<file path="src/rtl/pulse_stretcher_pkg.sv">
// Shared types and defaults for the pulse stretcher: FSM state encoding,
// default window lengths and the cycle-counter width helper.
package pulse_stretcher_pkg;

   typedef enum logic [1:0] {
      St_Idle = 2'b00,
      St_High = 2'b01,
      St_Gap  = 2'b10
   } state_t;

   localparam int DEF_HIGH_CYCLES = 4;
   localparam int DEF_LOW_CYCLES  = 2;
   localparam int DEF_PEND_W      = 2;

   // Wide enough to hold the longer of the two window lengths without wrapping.
   function automatic int cnt_width(input int high_cycles, input int low_cycles);
      return $clog2(((high_cycles > low_cycles) ? high_cycles : low_cycles) + 1);
   endfunction

endpackage

</file>
<file path="src/rtl/pulse_stretcher_sat_updown_counter.sv">
// Saturating up/down counter holding queued events; simultaneous inc and dec
// hold the value, and an inc that cannot be stored raises drop.
module sat_updown_counter #(
   parameter int W = 2
) (
   input  logic         clk,
   input  logic         rst_n,
   input  logic         inc,
   input  logic         dec,
   output logic [W-1:0] count,
   output logic         full,
   output logic         drop
);

   logic empty;

   assign full  = (count == {W{1'b1}});
   assign empty = (count == '0);
   assign drop  = inc & ~dec & full;

   always_ff @(posedge clk) begin
      if (!rst_n) begin
         count <= '0;
      end else if (inc && !dec && !full) begin
         count <= count + W'(1);
      end else if (dec && !inc && !empty) begin
         count <= count - W'(1);
      end
   end

endmodule

</file>
<file path="src/rtl/pulse_stretcher.sv">
// Stretches single-cycle event pulses into fixed-width high windows separated
// by a minimum low gap, queueing events that arrive while a window is running.
module pulse_stretcher
   import pulse_stretcher_pkg::*;
#(
   parameter int HIGH_CYCLES = DEF_HIGH_CYCLES,
   parameter int LOW_CYCLES  = DEF_LOW_CYCLES,
   parameter int PEND_W      = DEF_PEND_W
) (
   input  logic              C_CLOCK_50,
   input  logic              C_Reset,
   input  logic              C_Pulse_In,
   output logic              C_Level_Out,
   output logic              C_Busy_Out,
   output logic [PEND_W-1:0] C_Pending_Out,
   output logic              C_Overflow_Out
);

   localparam int CW = cnt_width(HIGH_CYCLES, LOW_CYCLES);

   state_t        state;
   logic [CW-1:0] cycle_cnt;
   logic          pend_nonzero;
   logic          request;
   logic          high_done;
   logic          gap_done;
   logic          launch;
   logic          pend_inc;
   logic          pend_dec;
   logic          pend_full;
   logic          pend_drop;

   assign pend_nonzero = |C_Pending_Out;
   assign request      = C_Pulse_In | pend_nonzero;
   assign high_done    = (cycle_cnt == CW'(HIGH_CYCLES - 1));
   assign gap_done     = (cycle_cnt == CW'(LOW_CYCLES - 1));

   always_comb begin
      launch = 1'b0;
      case (state)
         St_High: launch = 1'b0;
         St_Gap:  launch = gap_done & request;
         default: launch = request;
      endcase
   end

   // A launch consumes a queued event if one exists, otherwise the live pulse;
   // a live pulse not consumed directly is enqueued.
   assign pend_dec = launch & pend_nonzero;
   assign pend_inc = C_Pulse_In & ~(launch & ~pend_nonzero);

   sat_updown_counter #(
      .W(PEND_W)
   ) u_pending (
      .clk   (C_CLOCK_50),
      .rst_n (C_Reset),
      .inc   (pend_inc),
      .dec   (pend_dec),
      .count (C_Pending_Out),
      .full  (pend_full),
      .drop  (pend_drop)
   );

   always_ff @(posedge C_CLOCK_50) begin
      if (!C_Reset) begin
         state          <= St_Idle;
         cycle_cnt      <= '0;
         C_Level_Out    <= 1'b0;
         C_Busy_Out     <= 1'b0;
         C_Overflow_Out <= 1'b0;
      end else begin
         if (pend_drop) begin
            C_Overflow_Out <= 1'b1;
         end
         case (state)
            St_High: begin
               if (high_done) begin
                  state       <= St_Gap;
                  cycle_cnt   <= '0;
                  C_Level_Out <= 1'b0;
                  C_Busy_Out  <= 1'b1;
               end else begin
                  cycle_cnt <= cycle_cnt + CW'(1);
               end
            end
            St_Gap: begin
               if (gap_done) begin
                  cycle_cnt <= '0;
                  if (request) begin
                     state       <= St_High;
                     C_Level_Out <= 1'b1;
                     C_Busy_Out  <= 1'b1;
                  end else begin
                     state       <= St_Idle;
                     C_Level_Out <= 1'b0;
                     C_Busy_Out  <= 1'b0;
                  end
               end else begin
                  cycle_cnt <= cycle_cnt + CW'(1);
               end
            end
            default: begin
               // Also normalises the unused encoding back to idle.
               cycle_cnt <= '0;
               if (request) begin
                  state       <= St_High;
                  C_Level_Out <= 1'b1;
                  C_Busy_Out  <= 1'b1;
               end else begin
                  state       <= St_Idle;
                  C_Level_Out <= 1'b0;
                  C_Busy_Out  <= 1'b0;
               end
            end
         endcase
      end
   end

   logic unused_full;
   assign unused_full = pend_full;

endmodule

</file>
<file path="config.mk">
export PLATFORM = sky130hd
export DESIGN_NAME = pulse_stretcher
export DESIGN_NICKNAME = d
export VERILOG_FILES = /design/src/rtl/pulse_stretcher_pkg.sv /design/src/rtl/pulse_stretcher_sat_updown_counter.sv /design/src/rtl/pulse_stretcher.sv
export SDC_FILE = /design/constraint.sdc
export NUM_CORES = 1
export LEC_CHECK = 0
export ABC_CLOCK_PERIOD_IN_PS = 1720
export CORE_AREA = 2 2 39 41
export DETAILED_ROUTE_END_ITERATION = 8
export DIE_AREA = 0 0 41 43
export PLACE_DENSITY = 0.7
export SLEW_MARGIN = 20
export SYNTH_ARGS = -nofsm -noshare
export SYNTH_HDL_FRONTEND = slang
export SYNTH_SLANG_ARGS = --single-unit
</file>
<file path="constraint.sdc">
create_clock -name C_CLOCK_50 -period 1.72 [get_ports C_CLOCK_50]
set_clock_uncertainty 0.1 [all_clocks]
set_input_delay 0.172 -clock C_CLOCK_50 [delete_from_list [all_inputs] [get_ports C_CLOCK_50]]
set_output_delay 0.172 -clock C_CLOCK_50 [all_outputs]
set_load 0.01 [all_outputs]
</file>
==> impl_metrics.tcl <==
set metrics [dict create \
    yosysTopAreaCell "dfxtp_1" \
    final_nets 76 \
    final_common_cell "inv_1" \
    required_ns 1.77 \
    grtUsageTotal_pct 12.4 \
    slowest_stage "dfxtp_2" \
    clk_pin_slew_ns 0.06 \
    worst_pin_slew_ns 0.312 \
    top_usage_layer "met2" \
    min_from "cycle_cnt[0]" \
    power_switching_mw 0.105 \
    dpl.hpwl_um 654 \
    cts_tree "done" \
    die_w_um 41 \
    rrSetupSlack_ns 0.07 \
    syn_area_um2 467 \
    powerDensity_nw_per_um2 725 \
    irDropWorstVdd_mv 0.441 \
    wire_per_inst_um 10.3 \
    startpoint_type "register" \
    ys_seq_area_share_pct 38.6 \
    r2r-end "u_pending.count[0]" \
    antenna_cells 0 \
    avgSynthCellArea_um2 8.97 \
    yosysWarningCount 0 \
    hold_end "cycle_cnt[0]" \
    tns_ns 0 \
    hold_viol 0 \
    drt_iter0_drc 1 \
    r2r-start "cycle_cnt[1]" \
    grt_max_degree 8 \
    swShare_pct 23.7 \
    dp_slack_ns 0.0405 \
    p_int_mw 0.337 \
    grt_pass1_vias 379 \
    synth.area.top_cells "dfxtp_1 (39%), ha_1 (16%), inv_1 (6.4%)" \
    path_cells "inv_1 > ha_1 > and3b_2 > o21ba_2 > and4b_1 > a311o_1" \
    max_stage_delay_ns 0.32 \
    grt_pass1_wl_um 1440 \
    vias 408 \
    syn2layout_area_growth_pct 30.6 \
    core_um2 1380 \
    gr-total-overflow 0 \
    use_met3_pct 3.14 \
    avgViaCountPerCell 4.98 \
    io_buffers 7 \
    crit_type "reg -> reg" \
    worstPathMaxFanout 3 \
    critPathLaunch "cycle_cnt[1]" \
    remaining_drc_errors 0 \
    drive_gt1_share_pct 15.2 \
    fmax_mhz 607 \
    combPwrFrac_pct 13.4 \
    clk_latency_ns 0.26 \
    drt-total-wl_um 841 \
    initial_core_util_pct 33.7 \
    min_path_type "reg -> reg" \
    ys_ff_latch 9 \
    most-common-layout-cells "inv_1 (8), dfxtp_1 (7), clkdlybuf4s50_1 (7), ha_1 (6)" \
    first_pass_iters 4 \
    hold_path_depth 1 \
    rows 14 \
    globalRouteMet1Util_pct 14.3 \
    htreeDepth 1 \
    routabilityCongestion 0.689 \
    drv_slew 0 \
    final_cells 82 \
    crit_family "compound AO/OA/AOI/OAI gates" \
    cp_num_buf_inv 1 \
    seq_power_share_pct 50.0 \
    arrival_ns 1.70 \
    setup_slack_ns 0.0717 \
    drv_cap 0 \
    place_inst 77 \
    antenna_found_initial 0 \
    cts-buffers-inserted 3 \
    ant_nets 0 \
    synthCells 52 \
    dieHeight_um 43 \
    dieArea_um2 1760 \
    fin_crit_sh_pct 95.8 \
    timing.final.crit_period_ns 1.65 \
    io_pins 8 \
    fin_area_um2 609 \
    power.leakage_nw 0.238 \
    endpoint_kind "register" \
    clkPwrFrac_pct 36.6 \
    holdBufCountCts 0 \
    synth_top_area_share_pct 38.6 \
    rr_worst_depth 6 \
    cts_root_buffer "clkbuf_4" \
    placed_area_um2 573 \
    setup_viol 0 \
    rsz0062_at_grt "no" \
    clock_sinks 9 \
    ys_types 20 \
    max-slew-margin-rel_pct 79.1 \
    status "finished, final reports clean" \
    clockBufferDepth 2 \
    use_met2_pct 18.1 \
    synth_fp_nets 61 \
    utilization_pct 44.0 \
]
-- Yosys cell counts --
cell type,number
dfxtp_1,9
inv_1,8
ha_1,6
a21oi_1,4
nor3_1,4
nand2_1,3
nor2_1,3
nand2b_1,2
nor3b_1,2
a221oi_1,1
a22o_1,1
a2bb2oi_1,1
a311o_1,1
a31oi_1,1
and3b_1,1
and4b_1,1
nand3b_1,1
o211ai_1,1
o21ai_0,1
o21ba_1,1
-- registers in the layout, summed over array words and instances, names as in the netlist --
| name | count |
|---|---|
| C_Busy_Out | 1 |
| C_Overflow_Out | 1 |
| cycle_cnt | 3 |
| state | 2 |
| u_pending.count | 2 |
-- cells by family after synthesis --
logic type | synth area share, %
AND/OR/NAND/NOR | 20.6
AO/OA/AOI/OAI | 18.2
flip-flops | 38.6
buffers and inverters | 6.43
adder cells (fa/ha/maj) | 16.1
-- stage by stage --
stage	hold slack, ns	power, mW
after floorplan	0.221	0.257
after detailed placement	0.349	0.285
final	0.361	0.442
after global routing	0.388	0.462
after global placement	0.332	0.284
after CTS	0.361	0.449
-- how the worst max path moves through the flow --
stage	depth (start not counted)	slack (ns)	to
2_1_floorplan	6	0.02	u_pending.count[0]
3_3_place_gp	6	0.08	u_pending.count[0]
3_5_place_dp	6	0.04	u_pending.count[0]
4_1_cts	6	0.03	u_pending.count[0]
5_1_grt	6	0.009	u_pending.count[0]
6_report	6	0.07	u_pending.count[0]
-- cell type report --
type | instances | area [um^2]
fillers | 146 | 774
well taps | 16 | 20.0
multi-input cells | 35 | 258
clock buffers | 4 | 26.3
repair buffers | 10 | 92.6
flip-flops and latches | 9 | 183
inverters | 8 | 30.0
-- metal layers --
layer,vias to the layer above,wire [um]
li1,210,-
met5,-,0
met2,7,397
met1,189,396
met4,0,18
met3,2,29
-- worst register-to-register path, cell delays in order (launching register included) --
cell     delay, ns
dfxtp_2       0.32
inv_1         0.04
ha_1          0.18
and3b_2       0.23
o21ba_2       0.21
and4b_1       0.19
a311o_1       0.27
-- power groups by stage --
stage                     Sequential, mW  Combinational [mW]  Clock [mW]
after floorplan                    0.229              0.0286           0
after global placement             0.225              0.0590           0
after detailed placement           0.225              0.0595           0
after CTS                          0.221              0.0599       0.169
after global routing               0.222              0.0662       0.174
final                              0.221              0.0592       0.162
-- timing repair --
action                     4_1_cts  5_1_grt
setup endpoints to repair        0        1
setup buffers                    0        1
gates resized for setup          0        3
(Power assumes the default switching activity.)
